$ cat src/rtl/gmii_rx_parser.sv
// gmii_rx_parser: GMII receive parser; checks Ethernet/IPv4/UDP/app header, unpacks video words / audio samples.
// Latency: one cycle from the last byte of a word/sample (or b45, or rx_dv low in TAIL) to the registered output.
// Backpressure: none toward GMII; a write into a full FIFO loses the word, flags the frame bad, assembly continues.
// Ports: rx_clk/sys_rst_n clock and async active-low reset; rx_dv/rx_er/rxd GMII input; id expected source id;
//        vid_dout/vid_wr_en/vid_full and aud_dout/aud_wr_en/aud_full FIFO write sides;
//        line_y, frame_start, frame_ok, drop_cnt frame status.
module gmii_rx_parser #(
  parameter logic [15:0] DST_PORT = 16'd12345,
  parameter int          CNT_W    = 16
) (
  input  logic             rx_clk,
  input  logic             sys_rst_n,
  input  logic             rx_dv,
  input  logic             rx_er,
  input  logic [7:0]       rxd,
  input  logic             id,
  output logic [47:0]      vid_dout,
  output logic             vid_wr_en,
  input  logic             vid_full,
  output logic [11:0]      aud_dout,
  output logic             aud_wr_en,
  input  logic             aud_full,
  output logic [10:0]      line_y,
  output logic             frame_start,
  output logic             frame_ok,
  output logic [CNT_W-1:0] drop_cnt
);

  typedef enum logic [2:0] {S_IDLE, S_PRE, S_HDR, S_PAY, S_TAIL, S_SKIP} state_t;

  state_t             state_q, state_d;
  logic [5:0]         b_q, b_d;           // header byte index after SFD
  logic [15:0]        len_q, len_d;       // UDP length
  logic               kind_q, kind_d;     // 0 video, 1 audio
  logic [2:0]         line_hi_q, line_hi_d;
  logic [15:0]        rem_q, rem_d;       // payload bytes still to consume
  logic [2:0]         sub_q, sub_d;       // byte position inside word/sample
  logic [39:0]        vsr_q, vsr_d;       // first five bytes of the video word
  logic [3:0]         ahi_q, ahi_d;       // low nibble of the first audio byte
  logic               bad_q, bad_d;       // frame lost a word to a full FIFO
  logic [47:0]        vid_dout_q, vid_dout_d;
  logic               vid_wr_en_q, vid_wr_en_d;
  logic [11:0]        aud_dout_q, aud_dout_d;
  logic               aud_wr_en_q, aud_wr_en_d;
  logic [10:0]        line_y_q, line_y_d;
  logic               frame_start_q, frame_start_d;
  logic               frame_ok_q, frame_ok_d;
  logic [CNT_W-1:0]   drop_cnt_q, drop_cnt_d;

  logic [15:0]        plen;
  logic               hdr_fail;
  logic               hdr_accept;
  logic               drop_inc;

  assign plen = len_q - 16'd12;

  // Per-byte header checks; length/kind legality is resolved on the last header byte.
  always_comb begin
    hdr_fail = 1'b0;
    case (b_q)
      6'd12:   hdr_fail = (rxd != 8'h08);
      6'd13:   hdr_fail = (rxd != 8'h00);
      6'd23:   hdr_fail = (rxd != 8'h11);
      6'd36:   hdr_fail = (rxd != DST_PORT[15:8]);
      6'd37:   hdr_fail = (rxd != DST_PORT[7:0]);
      6'd42:   hdr_fail = (rxd[0] != id);
      6'd43:   hdr_fail = (rxd > 8'h01);
      6'd45:   hdr_fail = (len_q < 16'd12) ||
                          (!kind_q && ((plen % 16'd6) != 16'd0)) ||
                          (kind_q && len_q[0]);
      default: hdr_fail = 1'b0;
    endcase
  end

  assign hdr_accept = (state_q == S_HDR) && rx_dv && !rx_er && !hdr_fail && (b_q == 6'd45);

  // State register
  always_ff @(posedge rx_clk or negedge sys_rst_n) begin
    if (!sys_rst_n) state_q <= S_IDLE;
    else            state_q <= state_d;
  end

  // Next-state logic
  always_comb begin
    state_d = state_q;
    case (state_q)
      S_IDLE: if (rx_dv) state_d = (rxd == 8'h55) ? S_PRE : S_SKIP;
      S_PRE: begin
        if (!rx_dv)              state_d = S_IDLE;
        else if (rx_er)          state_d = S_SKIP;
        else if (rxd == 8'hD5)   state_d = S_HDR;
        else if (rxd != 8'h55)   state_d = S_SKIP;
      end
      S_HDR: begin
        if (!rx_dv)              state_d = S_IDLE;
        else if (rx_er)          state_d = S_SKIP;
        else if (hdr_fail)       state_d = S_SKIP;
        else if (b_q == 6'd45)   state_d = (plen == 16'd0) ? S_TAIL : S_PAY;
      end
      S_PAY: begin
        if (!rx_dv)              state_d = S_IDLE;
        else if (rx_er)          state_d = S_SKIP;
        else if (rem_q == 16'd1) state_d = S_TAIL;
      end
      S_TAIL: begin
        if (!rx_dv)              state_d = S_IDLE;
        else if (rx_er)          state_d = S_SKIP;
      end
      S_SKIP: if (!rx_dv) state_d = S_IDLE;
      default:                   state_d = S_IDLE;
    endcase
  end

  // Every return to IDLE except a clean TAIL completion counts as a drop.
  assign drop_inc = (state_q != S_IDLE) && (state_d == S_IDLE) && !((state_q == S_TAIL) && !bad_q);

  // Output / datapath next-state logic
  always_comb begin
    b_d           = b_q;
    len_d         = len_q;
    kind_d        = kind_q;
    line_hi_d     = line_hi_q;
    rem_d         = rem_q;
    sub_d         = sub_q;
    vsr_d         = vsr_q;
    ahi_d         = ahi_q;
    bad_d         = bad_q;
    vid_dout_d    = vid_dout_q;
    vid_wr_en_d   = 1'b0;
    aud_dout_d    = aud_dout_q;
    aud_wr_en_d   = 1'b0;
    line_y_d      = line_y_q;
    frame_start_d = 1'b0;
    frame_ok_d    = 1'b0;
    drop_cnt_d    = drop_cnt_q;
    case (state_q)
      S_PRE: b_d = '0;
      S_HDR: begin
        if (rx_dv && !rx_er) begin
          b_d = b_q + 6'd1;
          case (b_q)
            6'd38:   len_d[15:8] = rxd;
            6'd39:   len_d[7:0]  = rxd;
            6'd43:   kind_d      = rxd[0];
            6'd44:   line_hi_d   = rxd[2:0];
            default: ;
          endcase
          if (hdr_accept) begin
            line_y_d      = {line_hi_q, rxd};
            frame_start_d = 1'b1;
            rem_d         = plen;
            sub_d         = '0;
            bad_d         = 1'b0;
          end
        end
      end
      S_PAY: begin
        if (rx_dv && !rx_er) begin
          rem_d = rem_q - 16'd1;
          if (!kind_q) begin
            if (sub_q == 3'd5) begin
              vid_dout_d = {vsr_q, rxd};
              sub_d      = '0;
              if (vid_full) bad_d       = 1'b1;
              else          vid_wr_en_d = 1'b1;
            end else begin
              vsr_d = {vsr_q[31:0], rxd};
              sub_d = sub_q + 3'd1;
            end
          end else begin
            if (sub_q == 3'd0) begin
              ahi_d = rxd[3:0];
              sub_d = 3'd1;
            end else begin
              aud_dout_d = {ahi_q, rxd};
              sub_d      = '0;
              if (aud_full) bad_d       = 1'b1;
              else          aud_wr_en_d = 1'b1;
            end
          end
        end
      end
      S_TAIL: if (!rx_dv && !bad_q) frame_ok_d = 1'b1;
      default: ;
    endcase
    if (drop_inc && !(&drop_cnt_q)) drop_cnt_d = drop_cnt_q + CNT_W'(1);
  end

  always_ff @(posedge rx_clk or negedge sys_rst_n) begin
    if (!sys_rst_n) begin
      b_q           <= '0;
      len_q         <= '0;
      kind_q        <= 1'b0;
      line_hi_q     <= '0;
      rem_q         <= '0;
      sub_q         <= '0;
      vsr_q         <= '0;
      ahi_q         <= '0;
      bad_q         <= 1'b0;
      vid_dout_q    <= '0;
      vid_wr_en_q   <= 1'b0;
      aud_dout_q    <= '0;
      aud_wr_en_q   <= 1'b0;
      line_y_q      <= '0;
      frame_start_q <= 1'b0;
      frame_ok_q    <= 1'b0;
      drop_cnt_q    <= '0;
    end else begin
      b_q           <= b_d;
      len_q         <= len_d;
      kind_q        <= kind_d;
      line_hi_q     <= line_hi_d;
      rem_q         <= rem_d;
      sub_q         <= sub_d;
      vsr_q         <= vsr_d;
      ahi_q         <= ahi_d;
      bad_q         <= bad_d;
      vid_dout_q    <= vid_dout_d;
      vid_wr_en_q   <= vid_wr_en_d;
      aud_dout_q    <= aud_dout_d;
      aud_wr_en_q   <= aud_wr_en_d;
      line_y_q      <= line_y_d;
      frame_start_q <= frame_start_d;
      frame_ok_q    <= frame_ok_d;
      drop_cnt_q    <= drop_cnt_d;
    end
  end

  assign vid_dout    = vid_dout_q;
  assign vid_wr_en   = vid_wr_en_q;
  assign aud_dout    = aud_dout_q;
  assign aud_wr_en   = aud_wr_en_q;
  assign line_y      = line_y_q;
  assign frame_start = frame_start_q;
  assign frame_ok    = frame_ok_q;
  assign drop_cnt    = drop_cnt_q;

endmodule

$ cat config.mk
export PLATFORM = sky130hd
export DESIGN_NAME = gmii_rx_parser
export DESIGN_NICKNAME = d
export VERILOG_FILES = /design/src/rtl/gmii_rx_parser.sv
export SDC_FILE = /design/constraint.sdc
export NUM_CORES = 1
export LEC_CHECK = 0
export ABC_AREA = 1
export BUFFER_PORTS_ARGS = -buffer_cell sky130_fd_sc_hd__buf_2
export CAP_MARGIN = 15
export CORE_MARGIN = 2
export CORE_UTILIZATION = 51
export DETAILED_ROUTE_END_ITERATION = 12
export GPL_TIMING_DRIVEN = 1
export PLACE_DENSITY = 0.69
export SYNTH_ARGS = -nofsm -noshare
export SYNTH_HDL_FRONTEND = slang
export SYNTH_SLANG_ARGS = --single-unit
$ cat constraint.sdc
create_clock -name rx_clk -period 7.25 [get_ports rx_clk]
set_input_delay 1.45 -clock rx_clk [delete_from_list [all_inputs] [get_ports rx_clk]]
set_output_delay 1.45 -clock rx_clk [all_outputs]
set_load 0.005 [all_outputs]
### Word level (Yosys, flattened, before mapping)

Cells that the tools add are included.

* register bits after elaboration: 184
* input bits: 15
* output and inout port bits: 91
* logic and storage cells: 162

* add/subtract/negate cells: 5
* divide/modulo/power cells: 1
* magnitude comparators: 2
* equal/unequal tests: 33
* mux-type cells: 56
* bitwise logic cells: 3
* reductions and logical operators: 43

Operators by type and width (count)
* $mux 3: 22
* $eq 6x6->1 const B: 8
* $mux 16: 3
* $pmux 16 s2: 1
* $mux 1: 24
* $reduce_and 4->1: 5
* $pmux 3 s6: 1
* $add 16x1->16 const B: 1
* $eq 16x1->1 const B: 1
* $logic_not 16->1: 1
* $lt 16x4->1 const B: 1
* $mod 16x3->16 const B: 1
* $ne 8x6->1 const B: 2
* $reduce_and 16->1: 1
* $reduce_bool 16->1: 1
* $sub 16x1->16 const B: 1
* $sub 16x4->16 const B: 1
* $reduce_and 3->1: 5
* $eq 6x4->1 const B: 2
* $logic_and 1x1->1: 12
* $ne 3x3->1 const B: 4
* $pmux 6 s2: 1
* $eq 3x3->1 const B: 3
* $logic_not 3->1: 3
* 26 further kinds: 38

### Logic depth before layout (Yosys ltp)

* depth after elaboration: 15
* depth in mapped cells: 56
* mapped depth without buffers: 55

### Least setup slack after synthesis

No wires, ideal clock.

* path type: register to register
* from: register len_q[2]
* to: register drop_cnt_q[14], in the netlist drop_cnt[14]
* library setup time: 117 ps
* data arrival time: 4944 ps
* required time: 7133 ps
* slack: 2189 ps
* stages on the path, launching flop included: 49
* path buffers: 1
* period minus slack after synthesis: 5061 ps
* path through: dfrtp_1 ha_1 nor2_2 nand4_1 or2_1 nand2_2 nand3_2 nand2_1 nand3_2 nand2_1 nand2_2 o21ai_1 nand2_1 o21ai_1 nand2_1 nand3_1 nand3_1 nand3_2 [... 13 more ...] nand2_1 nand2_1 nand2_1 inv_1 ha_1 nor2_1 nand3_1 nand2_1 nand2_1 nand2_1 nand2_1 nand2_2 nand3_1 a21oi_4 nand3_4 buf_6 nand2_1 nand2_1

* word-level cells in the longest chain between the ends: 15
* elaborated cells between the ends (all ways): 19
* classes of those cells: add/sub (1); div (1); order compare (1); mux (7); reduce/logical (9)

RTL lines
* start: declaration: line 33 `logic [15:0] len_q, len_d;`
* start signal: assignment: line 210 `len_q <= len_d;`
* $sub 16x4->16: line 55 `assign plen = len_q - 16'd12;`
* $mod 16x3->16: line 69 `(!kind_q && ((plen % 16'd6) != 16'd0)) ||`
* $reduce_bool 16->1: line 69
* $logic_and 1x1->1: line 69
* $logic_or 1x1->1: line 68 `6'd45: hdr_fail = (len_q < 16'd12) ||`
* $logic_or 1x1->1: line 69
* $pmux 1 s8: line 60 `case (b_q)`
* $mux 3 *: line 97 `else if (hdr_fail) state_d = S_SKIP;`
* $mux 3 *: line 96 `else if (rx_er) state_d = S_SKIP;`
* $mux 3 *: line 95 `if (!rx_dv) state_d = S_IDLE;`
* $pmux 3 s6 *: line 86 `case (state_q)`
* $logic_not 3->1 *: line 115 `assign drop_inc = (state_q != S_IDLE) && (state_d == S_IDLE) && !((state_q == S_TAIL) && !bad_q);`
* $logic_and 1x1->1 * (2 in a row): line 115
* $logic_and 1x1->1 *: line 186 `if (drop_inc && !(&drop_cnt_q)) drop_cnt_d = drop_cnt_q + CNT_W'(1);`
* end signal: assignment: line 225 `drop_cnt_q <= drop_cnt_d;`
* end: declaration: line 48 `logic [CNT_W-1:0] drop_cnt_q, drop_cnt_d;`

Every way passes the cells marked *; elsewhere a longest branch is shown, timed or not.
A chain may end at the register's enable or synchronous reset.

### Final worst setup path

* from: register len_q[2]
* to: register drop_cnt_q[2], in the netlist drop_cnt[2]

The elaborated chain is that of the path after synthesis.

==> impl_results.md <==
- Die X: 137 um
- Vias in the first global route: between 7000 and 8000
- Library cell appearing most often on the critical path: sky130_fd_sc_hd__nand2_1
- Clock input transition at the sequential cells of the worst setup and hold paths: about 0.070 ns
- Global routing usage on met1: roughly a third
- Average cell area after synthesis: about 8.1 um^2
- Proportion of layout cells with a drive suffix above 1: around 15%
- Number of antenna-violating nets in the routed design: 0
- Mapped Area: 9060 um^2
- Count of maximum capacitance violations: 0
- Required time of the critical path: between 7 and 8 ns
- CTS HTree Levels: 4
- Height of the chip: about 140 um
- Worst setup SP type: flip-flop
- Mapped Cells: about 1100
- RD Place Congestion: around 0.9
- Antenna diode instance count: 0
- Remaining routing DRC violations: 0
- Routing layer with the top usage in global route: met2
- Via-per-instance ratio: 5.25
- Sinks on the clock net: 184
- Area of the placeable core: about 17000 um^2
- Initial core utilization: ~52%
- DR pass1 iterations: 5
- Portion of the post-synthesis area used by sequential elements: 50.8%
- Cts bufs inserted: 17
- Layout Cells excl Fill: 1444
- Post-synthesis register bit count: roughly 180
- Share of the synthesized area in the top cell type: between 50% and 60%
- Delay of the slowest cell on the worst path: approximately 0.52 ns
- Pwr/cell area: around 220 nW/um^2
- Total number of vias: 7586
- Ports placed on the boundary: 106
- Critical-path maximum fanout: 18
- Resized Gates After CTS: 0
- Max VDD drop: between 0.0002 and 0.00025 V
- Cts-stage hold buffer count: 0
- Synthesis-to-layout area growth: 14.6%
- Number of setup buffers added after CTS: 0
- Final Hold Violating Endpoints: 0
- Wire length of the first global-routing pass: approximately 34000 um
- Element type at the critical path end: flip-flop
- Clock tree from TritonCTS: done
- Data arrival time of the critical path: roughly 6.4 ns
- Met3 Use GR: under 10%
- Number of placement rows: 48
- Count of warnings emitted by yosys: 0
- Root cell of the clock tree: sky130_fd_sc_hd__clkbuf_16
- Maximum clock path buffer count: 2
- Status: finished clean
- Setup violators final: 0
- Number of nets in the final layout: 1230
- Cell count after placement: approximately 1400
- Detailed placement HPWL: roughly 14000 um
- Setup repair after global routing missed its margin: false
- Share of the clock period used by the worst path after layout: 83.7%
- Initial antenna violation count: 0
- Maximum frequency from static timing analysis: ~160 MHz
- Leading area contributor after synthesis: sky130_fd_sc_hd__dfrtp_1
- Worst clock skew: between 0.01 and 0.015 ns
- Critical path class: flip-flop to flip-flop
- Maximum number of pins on one net before global-route repair: between 100 and 150
- Aggregate routed wire length: between 20000 and 25000 um
- Largest cells by area after synthesis: sky130_fd_sc_hd__dfrtp_1 (51%), sky130_fd_sc_hd__nand2_1 (13%), sky130_fd_sc_hd__o21ai_0 (9.0%), sky130_fd_sc_hd__inv_1 (5.1%), sky130_fd_sc_hd__nor2_1 (2.7%)
- Max-slew violation count: 0
- Iteration-0 DRC count of the detailed router: about 420
- Met2 GRT Util: about 36%
- Syn Nets: ~1100
- Area of the die: 18800 um^2
- Setup TNS: 0 ns
- CP max-delay cell: sky130_fd_sc_hd__a21oi_4
- Clock latency reported for the late side of the worst-skew pair: around 0.43 ns
- Post-synthesis cell type count: 42
- Post-route minimum period: 6.07 ns
- Port bufs: ~110
- Worst slew margin: 34.1%
- Type of the most critical hold path: flip-flop to flip-flop
- Average wire per cell in the routed design: 14.2 um
- Static leakage: 0.00520 uW
- GRT overflow: 0
- Total global-route track usage: between 20% and 30%
- Actual transition at the worst max-transition pin: around 1 ns
## layer usage
metal | wire (um) | vias up
li1 | - | 3834
met1 | 9890 | 3558
met2 | 9300 | 173
met3 | 1140 | 21
met4 | 242 | 0
met5 | 0 | -
## final cells by class
type	count	area [um^2]
multi-input combinational	764	3840
tap	225	282
fill	1562	6980
inverter	129	484
timing repair buffer	110	572
sequential	184	4600
clock buffer	17	425
clock inverter	15	173
## synthesized netlist by cell type, drive strengths merged
cell type and number:
a211oi 1, clkinv 3, a32o 1, xor2 18
o21ai 173, mux2 12, nand2 311, o2111a 1
ha 9, a41oi 1, nor2 72, nor4 7
o311ai 1, nor3 18, o21a 2, inv 126
a2111oi 1, o31ai 2, dfrtp 184, a21oi 22
a31oi 5, or2 1, o22ai 2, buf 6
nand3 56, nand3b 1, o211ai 7, xnor2 9
clkbuf 29, nand4 31
## state kept, by name, indices dropped and copies added (netlist names), 3 cells and up
name	cells
line_hi_q	3
vid_dout	48
aud_dout	12
line_y	11
vsr_q	40
rem_q	16
ahi_q	4
len_q	16
drop_cnt	16
state_q	3
sub_q	3
b_q	6
## through the flow
step	total power (uW)	area [um^2]	hold WS (ns)	setup WS (ns)	utilization, %
3_5_place_dp	1360	9780	0.427	1.24	56.4
2_1_floorplan	1270	9060	0.407	2.19	-
6_report	2250	10400	0.436	1.18	59.8
4_1_cts	2270	10400	0.440	1.21	59.8
3_3_place_gp	1350	9780	0.424	1.57	56.4
5_1_grt	2360	10400	0.457	0.311	59.8
## cells in the final DEF (no fill, tap or decap), types with 8 or more instances in the layout
master / n
sky130_fd_sc_hd__nor2_1: 66
sky130_fd_sc_hd__buf_2: 104
sky130_fd_sc_hd__inv_1: 124
sky130_fd_sc_hd__o21ai_1: 8
sky130_fd_sc_hd__xnor2_1: 9
sky130_fd_sc_hd__o21ai_0: 162
sky130_fd_sc_hd__dfrtp_1: 184
sky130_fd_sc_hd__nand2_1: 304
sky130_fd_sc_hd__ha_1: 9
sky130_fd_sc_hd__xor2_1: 18
sky130_fd_sc_hd__clkbuf_16: 17
sky130_fd_sc_hd__nand4_1: 31
sky130_fd_sc_hd__mux2_2: 12
sky130_fd_sc_hd__nand3_1: 47
sky130_fd_sc_hd__a21oi_1: 20
sky130_fd_sc_hd__nor3_1: 17
## worst max-delay path, delay by kind of cell, from the launching register on
kind | cells | cell delay (ns)
AND/OR/NAND/NOR | 37 | 3.86
AO/OA/AOI/OAI | 5 | 0.90
adder cells (fa/ha/maj) | 2 | 0.54
flip-flops | 1 | 0.45
buffers and inverters | 3 | 0.19
## cell families (layout without fill, tap and decap cells)
logic type | after synthesis | in the layout | synth area share, %
DFF | 184 | 184 | 50.8
adders and majority gates | 9 | 9 | 1.24
AOI/OAI and AO/OA | 219 | 219 | 13.1
buffers and inverters | 164 | 271 | 7.06
and+or+nand+nor | 497 | 497 | 23.7
xor gates and xnor gates | 27 | 27 | 2.61
muxes | 12 | 12 | 1.49
## path summary, 6_finish.rpt
kind,startpoint,slack [ns],endpoint,depth (start not counted)
max,len_q[2],1.18,drop_cnt[2],47
min,bad_q,0.44,frame_ok,1
max reg2reg,len_q[2],1.18,drop_cnt[2],47
min reg2reg,bad_q,0.44,frame_ok,1
max in group asynchronous,sys_rst_n,4.60,rem_q[9],2
min in group asynchronous,sys_rst_n,1.09,drop_cnt[11],1
## power breakdown
part	total [uW]	switching (uW)	internal (uW)
registers	1080	33.2	1050
logic	252	184	68.0
clock network	912	448	464
total	2250	665	1580
(Power assumes the default switching activity.)
